File: src/rtl/pipe_ctrl_unit.sv
// -----------------------------------------------------------------------------
// pipe_ctrl_unit
//   Pipelined main control for the RISC-V core. Decodes the opcode held in ID,
//   then carries the control word through the ID/EX, EX/MEM and MEM/WB stage
//   registers. Also detects load-use hazards, squashes younger stages on a
//   taken branch/jump and counts accepted illegal opcodes (saturating).
//
// Ports
//   clk, rst_n          rising-edge clock, asynchronous active-low reset
//   id_valid            ID holds a real instruction
//   id_opcode           instruction[6:0]
//   id_rs1/rs2/rd       register fields of the instruction in ID
//   flush               branch/jump taken in MEM; squash ID/EX and EX/MEM
//   hazard_stall        combinational; hold PC and IF/ID this cycle
//   ex_*                ID/EX register outputs
//   mem_*               EX/MEM register outputs
//   wb_*                MEM/WB register outputs
//   illegal_cnt         saturating count of accepted illegal opcodes
// -----------------------------------------------------------------------------
module pipe_ctrl_unit #(
   parameter int REG_ADDR_W = 5,
   parameter bit EXT_EN     = 1'b1,
   parameter int CNT_W      = 8
) (
   input  logic                  clk,
   input  logic                  rst_n,
   input  logic                  id_valid,
   input  logic [6:0]            id_opcode,
   input  logic [REG_ADDR_W-1:0] id_rs1,
   input  logic [REG_ADDR_W-1:0] id_rs2,
   input  logic [REG_ADDR_W-1:0] id_rd,
   input  logic                  flush,
   output logic                  hazard_stall,
   output logic                  ex_valid,
   output logic                  ex_alu_src,
   output logic                  ex_jump_reg,
   output logic [1:0]            ex_alu_op,
   output logic [REG_ADDR_W-1:0] ex_rd,
   output logic                  mem_valid,
   output logic                  mem_read,
   output logic                  mem_write,
   output logic                  mem_branch,
   output logic [REG_ADDR_W-1:0] mem_rd,
   output logic                  wb_valid,
   output logic                  wb_reg_write,
   output logic                  wb_mem_to_reg,
   output logic [REG_ADDR_W-1:0] wb_rd,
   output logic [CNT_W-1:0]      illegal_cnt
);

   localparam logic [6:0] OP_R     = 7'b0110011;
   localparam logic [6:0] OP_LD    = 7'b0000011;
   localparam logic [6:0] OP_SD    = 7'b0100011;
   localparam logic [6:0] OP_BEQ   = 7'b1100011;
   localparam logic [6:0] OP_JAL   = 7'b1101111;
   localparam logic [6:0] OP_IMM   = 7'b0010011;
   localparam logic [6:0] OP_LUI   = 7'b0110111;
   localparam logic [6:0] OP_JALR  = 7'b1100111;

   typedef struct packed {
      logic       branch;
      logic       mem_read;
      logic       mem_to_reg;
      logic [1:0] alu_op;
      logic       mem_write;
      logic       alu_src;
      logic       reg_write;
      logic       jump_reg;
   } ctrl_t;

   // ---------------------------------------------------------------- decode
   ctrl_t                  dec;
   logic                   legal;
   logic                   uses_rs2;
   ctrl_t                  id_word;
   logic [REG_ADDR_W-1:0]  id_rd_store;

   // NOTE: every signal driven here gets a default before the case so that no
   // path leaves it unassigned, which would otherwise infer a latch.
   always_comb begin
      dec      = '0;
      legal    = 1'b0;
      uses_rs2 = 1'b0;
      case (id_opcode)
         OP_R:   begin dec = '{1'b0,1'b0,1'b0,2'b10,1'b0,1'b0,1'b1,1'b0}; legal = 1'b1; uses_rs2 = 1'b1; end
         OP_LD:  begin dec = '{1'b0,1'b1,1'b1,2'b00,1'b0,1'b1,1'b1,1'b0}; legal = 1'b1; end
         OP_SD:  begin dec = '{1'b0,1'b0,1'b0,2'b00,1'b1,1'b1,1'b0,1'b0}; legal = 1'b1; uses_rs2 = 1'b1; end
         OP_BEQ: begin dec = '{1'b1,1'b0,1'b0,2'b01,1'b0,1'b0,1'b0,1'b0}; legal = 1'b1; uses_rs2 = 1'b1; end
         OP_JAL: begin dec = '{1'b1,1'b0,1'b0,2'b11,1'b0,1'b1,1'b1,1'b0}; legal = 1'b1; end
         OP_IMM:  if (EXT_EN) begin dec = '{1'b0,1'b0,1'b0,2'b10,1'b0,1'b1,1'b1,1'b0}; legal = 1'b1; end
         OP_LUI:  if (EXT_EN) begin dec = '{1'b0,1'b0,1'b0,2'b00,1'b0,1'b1,1'b1,1'b0}; legal = 1'b1; end
         OP_JALR: if (EXT_EN) begin dec = '{1'b1,1'b0,1'b0,2'b11,1'b0,1'b1,1'b1,1'b1}; legal = 1'b1; end
         default: ;
      endcase

      // Gate with id_valid; a write to x0 is no write at all.
      id_word = id_valid ? dec : '0;
      if (id_rd == '0) id_word.reg_write = 1'b0;

      // Only instructions that write a register keep rd (sd/beq store 0), so
      // downstream forwarding never matches on a store/branch rd field.
      id_rd_store = (id_valid && dec.reg_write) ? id_rd : '0;
   end

   // ---------------------------------------------------------- stage regs
   ctrl_t                 idex_q;
   logic                  idex_valid_q;
   logic [REG_ADDR_W-1:0] idex_rd_q;

   logic                  exmem_reg_write_q;
   logic                  exmem_mem_to_reg_q;

   // Load in EX whose destination is read by the instruction in ID.
   logic haz;
   assign haz = id_valid & idex_valid_q & idex_q.mem_read & (idex_rd_q != '0) &
                ((idex_rd_q == id_rs1) | (uses_rs2 & (idex_rd_q == id_rs2)));

   assign hazard_stall = haz & ~flush;

   localparam logic [CNT_W-1:0] CNT_ONE = {{(CNT_W-1){1'b0}}, 1'b1};

   // NOTE: state is updated with non-blocking assignments so every stage
   // samples the previous value of the stage before it on the same edge.
   always_ff @(posedge clk or negedge rst_n) begin
      if (!rst_n) begin
         idex_q             <= '0;
         idex_valid_q       <= 1'b0;
         idex_rd_q          <= '0;
         mem_valid          <= 1'b0;
         mem_read           <= 1'b0;
         mem_write          <= 1'b0;
         mem_branch         <= 1'b0;
         mem_rd             <= '0;
         exmem_reg_write_q  <= 1'b0;
         exmem_mem_to_reg_q <= 1'b0;
         wb_valid           <= 1'b0;
         wb_reg_write       <= 1'b0;
         wb_mem_to_reg      <= 1'b0;
         wb_rd              <= '0;
         illegal_cnt        <= '0;
      end else begin
         // ID/EX: flush and hazard both insert a bubble.
         if (flush || haz) begin
            idex_q       <= '0;
            idex_valid_q <= 1'b0;
            idex_rd_q    <= '0;
         end else begin
            idex_q       <= id_word;
            idex_valid_q <= id_valid;
            idex_rd_q    <= id_rd_store;
         end

         // EX/MEM: the instruction in EX is younger than the taken branch.
         if (flush) begin
            mem_valid          <= 1'b0;
            mem_read           <= 1'b0;
            mem_write          <= 1'b0;
            mem_branch         <= 1'b0;
            mem_rd             <= '0;
            exmem_reg_write_q  <= 1'b0;
            exmem_mem_to_reg_q <= 1'b0;
         end else begin
            mem_valid          <= idex_valid_q;
            mem_read           <= idex_q.mem_read;
            mem_write          <= idex_q.mem_write;
            mem_branch         <= idex_q.branch;
            mem_rd             <= idex_rd_q;
            exmem_reg_write_q  <= idex_q.reg_write;
            exmem_mem_to_reg_q <= idex_q.mem_to_reg;
         end

         // MEM/WB: the branch/jal sitting in MEM commits, so never squashed.
         wb_valid      <= mem_valid;
         wb_reg_write  <= exmem_reg_write_q;
         wb_mem_to_reg <= exmem_mem_to_reg_q;
         wb_rd         <= mem_rd;

         // Count only illegal opcodes that actually leave ID.
         if (id_valid && !legal && !haz && !flush && (illegal_cnt != '1))
            illegal_cnt <= illegal_cnt + CNT_ONE;
      end
   end

   assign ex_valid    = idex_valid_q;
   assign ex_alu_src  = idex_q.alu_src;
   assign ex_jump_reg = idex_q.jump_reg;
   assign ex_alu_op   = idex_q.alu_op;
   assign ex_rd       = idex_rd_q;

endmodule

File: config.mk
export PLATFORM = sky130hd
export DESIGN_NAME = pipe_ctrl_unit
export DESIGN_NICKNAME = d
export VERILOG_FILES = /design/src/rtl/pipe_ctrl_unit.sv
export SDC_FILE = /design/constraint.sdc
export NUM_CORES = 1
export LEC_CHECK = 0
export ABC_CLOCK_PERIOD_IN_PS = 2400
export BUFFER_PORTS_ARGS = -buffer_cell sky130_fd_sc_hd__buf_2
export CAP_MARGIN = 10
export CORE_MARGIN = 2
export CORE_UTILIZATION = 48
export DETAILED_ROUTE_END_ITERATION = 7
export PLACE_DENSITY = 0.78
export SLEW_MARGIN = 10
export SYNTH_ARGS = -nofsm -noshare
export SYNTH_HDL_FRONTEND = slang
export SYNTH_SLANG_ARGS = --single-unit
File: constraint.sdc
create_clock -name clk -period 2.4 [get_ports clk]
set_clock_uncertainty 0.1 [all_clocks]
set_input_delay 0.6 -clock clk [delete_from_list [all_inputs] [get_ports clk]]
set_output_delay 0.6 -clock clk [all_outputs]
set_load 0.005 [all_outputs]
Word-level counts from Yosys, hierarchy flattened
Cells that the tools add are included.

Register bits: 42. Bits in latches: 0. Bits in writable memories: 0. ROM bits: 0. Output and inout port bits: 36. Word-level logic and storage cells: 71. Memories kept: 0.

Add/sub/neg operators: 1. Multiply operators: 0. Div/mod/pow operators: 0. Order comparisons: 0. Eq/ne operators: 11. Shift operators: 0. Multiplexer cells: 16. Bitwise gates (word level): 8. Reduce and logical (&&, ||, !) cells: 13.

Operators by type and width (number): 9-bit one-hot mux with 8 select lines (1); 7-bit by 6-bit equality test with 1-bit output (second input constant) (3); 7-bit equality test (second input constant) (3); 9-bit two-way mux (2); 5-bit two-way mux (3); 5-bit equality test (2); 1-bit two-way mux (10); 8-bit by 1-bit adder with 8-bit output (second input constant) (1); 8-bit != test (second input constant) (1); 8-bit OR reduction (1); 7-bit by 2-bit equality test with 1-bit output (second input constant) (1); 7-bit by 5-bit equality test with 1-bit output (second input constant) (1); 1-bit AND (6); 1-bit logical AND (5); 5-bit logical NOT (1); 5-bit nonzero test (1); 1-bit logical NOT (3); 3-bit OR reduction (1); 1-bit logical OR (1); 1-bit NOT (1); 1-bit OR (1).

Longest topological paths before layout
Depth in word-level cells: 10. Depth in mapped cells: 8. Mapped depth without buffers: 6.

Worst setup path before layout
OpenSTA, ideal clock, no wires.

Kind: input port to output port. From: input id_opcode[6]. To: output hazard_stall. Arrival: 1578 ps. Required time: 1700 ps. Setup slack: 122 ps. Stages on the path: 6. Path through: buf_2 > a211oi_1 > nand4_1 > o22ai_2 > and2_4 > nor2b_1.

Cells in the longest elaborated chain, start to end: 7. Elaborated cells on any way between the ends: 9. Classes of those cells: eq/ne (3); mux (1); bitwise (4); reduce/logical (1).

RTL lines: from (decl) (RTL line 28) `input logic [6:0] id_opcode,`; 7-bit equality test or 7-bit by 6-bit equality test with 1-bit output (tied branches) (RTL line 84) `case (id_opcode)`; 3-bit OR reduction (no source line) *; 1-bit two-way mux * (RTL line 84); 1-bit AND * (RTL line 116) `((idex_rd_q == id_rs1) | (uses_rs2 & (idex_rd_q == id_rs2)));`; 1-bit OR * (RTL line 116); 1-bit AND * (RTL line 115) `assign haz = id_valid & idex_valid_q & idex_q.mem_read & (idex_rd_q != '0) &`; 1-bit AND * (RTL line 118) `assign hazard_stall = haz & ~flush;`; to (decl) (RTL line 33) `output logic hazard_stall,`.

Every way passes the cells marked *; elsewhere a longest branch is shown, timed or not.

Worst setup path after layout
From: register idex_rd_q[0], in the netlist ex_rd[0]. To: output hazard_stall.

Cells in the longest elaborated chain, start to end: 5. Elaborated cells on any way between the ends: 8. Classes of those cells: eq/ne (2); bitwise (5); reduce/logical (1).

RTL lines: from (decl) (RTL line 108) `logic [REG_ADDR_W-1:0] idex_rd_q;`; from (signal assigned) (RTL line 150) `idex_rd_q <= id_rd_store;`; 5-bit equality test (RTL line 116); 1-bit AND (RTL line 116); 1-bit OR (RTL line 116); 1-bit AND * (RTL line 115); 1-bit AND * (RTL line 118).

Marks and branches as above.

==> metrics.txt <==
status=finished, violations left; violated checks=negative setup slack; clock tree from TritonCTS=yes; H-Tree Depth=2; RSZ-0062 raised after global routing=yes; sum of negative setup slack=-0.0124 ns; WS Path Type=reg -> out; Synth Net Count=approximately 160; Pleak=around 0.0012 uW; CP Capture Type=output pin; hold-fix buffer count after cts=0; weighted congestion at the end of routability-driven global placement=0.811; data arrival at the endpoint of the critical path=1.71 ns; leading cell types by total area after synthesis=dfrtp_1, xnor2_1, nor2b_1, and3_1, nand4_1; initial antenna violation count=0; height of the die=about 62 um; total of fill cells in the finished design=257; number of cells produced by synthesis=~140; Ant. Diodes=0; Largest Register=illegal_cnt; via/cell ratio=4.95; Die Outline Area=3890 sq um; area overhead of the layout relative to synthesis=36.5%; # setup viols final=1; Worst setup SP type=register; async set or reset register ratio after synthesis=100%; required time of the critical path=1.70 ns; hpwl dp=about 2.6 mm; sink count of the clock tree=39; peak ir drop on the vdd network=between 500 and 600 uV; starting utilization of the core area=about half; Crit-path slowest cell=dfrtp_2; Detail Route Antenna Nets=0; max cap viols=0; global-route total usage across every layer=18.9%; cell chain of the critical path=xnor2_2 > nand3_1 > o22ai_2 > and2_4 > nor2b_4 > buf_2; root buffer selected by CTS=clkbuf_4; share of the cycle needed by the critical path after routing=101%; count of port buffers added during placement=61; family with the most delay on the worst path=flip-flops; width of the die=62.4 um; Yosys reg bits=39; yosys warns=0; via count of the first global-routing pass=approximately 1200; first-pass GRT wire length=5.63 mm; number of distinct library cells after synthesis=35; Clk pin slew, worst setup/hold paths=roughly 0.12 ns; shortest period the worst path allows=between 2 and 2.5 ns; layout cell share with drive strength beyond 1=between 40% and 50%; number of buffers created by CTS=5; Primary FF master, synth=dfrtp_1; worst slack after detailed placement=-0.0809 ns; maximum clock insertion buffer count=2; CP peak stage delay=0.48 ns; number of buffer and inverter stages on the critical path=1; portion of synthesized cell area occupied by the leading cell type=between 50% and 60%; wire length after detailed routing=approximately 3.5 mm; syn_area_per_cell=11.9 sq um; average wire length per cell after detail routing=between 10 and 15 um; total count of max-transition violations in the final report=0; number of search-and-repair iterations in the first detailed-routing pass=4; worst setup margin=-0.0124 ns; Post-synth EDFFs=0; later-pin clock latency in the skew report=approximately 0.35 ns; # nets final=about 240; count of endpoints failing hold in the final timing report=0; Max transition margin=between 40% and 50%; area of the core=around 3300 sq um; post-detailed-route DRC marker count=0; total gr overflow=0; largest net degree at the start of global routing=40; top-level I/O count=62; maximum fanout along the worst path=4; cell area after technology mapping=about 1600 sq um; slew at the pin closest to its max-slew limit=between 0.8 and 0.9 ns; Min-Delay Path Class=in -> async; Power Dens Cells=around 640 nW/um^2; Placement Rows=21; sequential area share after synthesis=59.6%; Largest register FFs=8; drt first-iter violations=36; Synth area leader=dfrtp_1; fmax=between 400 and 500 MHz; total via count after detailed routing=around 1300
-- worst register-to-register path, cell delays in order (launching register included) --
cell and delay, ns:
dfrtp_2 0.46, buf_4 0.15, buf_4 0.14, nor3_4 0.12, a21oi_2 0.09, and2_4 0.14, buf_4 0.13, or3_1 0.47
nor3_1 0.24
-- report_power, final --
group / switching, uW / total, uW / internal, uW
Combinational: 108 / 227 / 120
Sequential: 57.0 / 762 / 705
Clock: 206 / 452 / 246
-- stage by stage --
step                      utilization, %  instances  area, sq um  hold slack, ns  power, uW
after floorplan                        -        137         1640           0.204        880
after global placement              60.8        245         2010           0.237        984
after detailed placement            60.8        245         2010           0.241        997
after CTS                           65.0        257         2150           0.250       1450
after global routing                67.5        261         2230           0.276       1520
final                               67.5        261         2230           0.237       1440
-- worst paths after layout --
| path | startpoint | endpoint | slack [ns] | cells past startpoint |
|---|---|---|---|---|
| min | rst_n | mem_rd[2] | 0.24 | 1 |
| max in group asynchronous | rst_n | ex_rd[1] | 1.41 | 1 |
| max reg2reg | ex_rd[2] | idex_q[3] | 0.26 | 8 |
| min in group clk | exmem_reg_write_q | wb_reg_write | 0.26 | 0 |
| min reg2reg | exmem_reg_write_q | wb_reg_write | 0.26 | 0 |
| max | ex_rd[0] | hazard_stall | -0.01 | 6 |
-- final cells by class --
| class | count | area (sq um) | share of cell area (%) |
|---|---|---|---|
| clock buffers | 6 | 51.3 | 2.30 |
| clock inverters | 2 | 35.0 | 1.57 |
| inverters | 1 | 3.75 | 0.168 |
| multi-input cells | 90 | 669 | 30.0 |
| flip-flops and latches | 39 | 980 | 43.8 |
| well taps | 46 | 57.6 | 2.58 |
| repair buffers | 77 | 438 | 19.6 |
-- kinds of logic (layout without fill, tap and decap cells) --
group                    count (synthesis)  in the layout  synth area share (%)
AND/OR/NAND/NOR                         57             57                  20.5
flip-flops                              39             39                  59.6
XOR/XNOR                                18             18                  9.63
AO/OA/AOI/OAI                           12             12                  5.12
buffers and inverters                    8             86                  2.98
multiplexers                             2              2                  1.38
adder cells (fa/ha/maj)                  1              1                 0.764
-- synth_stat cells, types with 2 or more instances --
master and number:
nor3_1 5, buf_4 2, dfrtp_1 39, nand2_1 8, mux2_2 2, nor2b_1 11
buf_2 2, o21ai_0 3, nand4_1 5, xnor2_1 16, a21oi_1 4, nand3_1 3
nor2_1 6, and3_1 8, or3_1 2, xor2_1 2
-- what timing repair did --
item / in CTS / in global routing
setup buffers: 4 / 4
endpoints found under the setup margin: 1 / 1
pin swaps: 2 / 6
hold endpoints to repair: 0 / 0
gates resized for setup: 5 / 10
-- layout by cell type (no fill, tap or decap), types with 2 or more instances in the layout --
cell type / count
buf_2: 59
dfrtp_1: 36
buf_4: 16
xnor2_1: 12
nor2b_1: 10
nand2_1: 8
and3_1: 8
nor2_1: 6
nand4_1: 5
clkbuf_4: 5
nor3_1: 4
xnor2_2: 4
nand3_1: 3
a21oi_1: 3
o21ai_0: 3
dfrtp_2: 3
a211oi_2: 2
or3_1: 2
mux2_2: 2
xor2_1: 2
buf_6: 2
-- metal layers --
layer	track usage (%)	share of wire (%)	wire length (um)	up-vias
met5	0	0	0	-
met4	8.61	2.3	80	0
met3	5.77	5.7	203	9
met2	32.5	53	1880	42
met1	21.9	39	1380	619
li1	-	-	-	623
(Power assumes the default switching activity.)
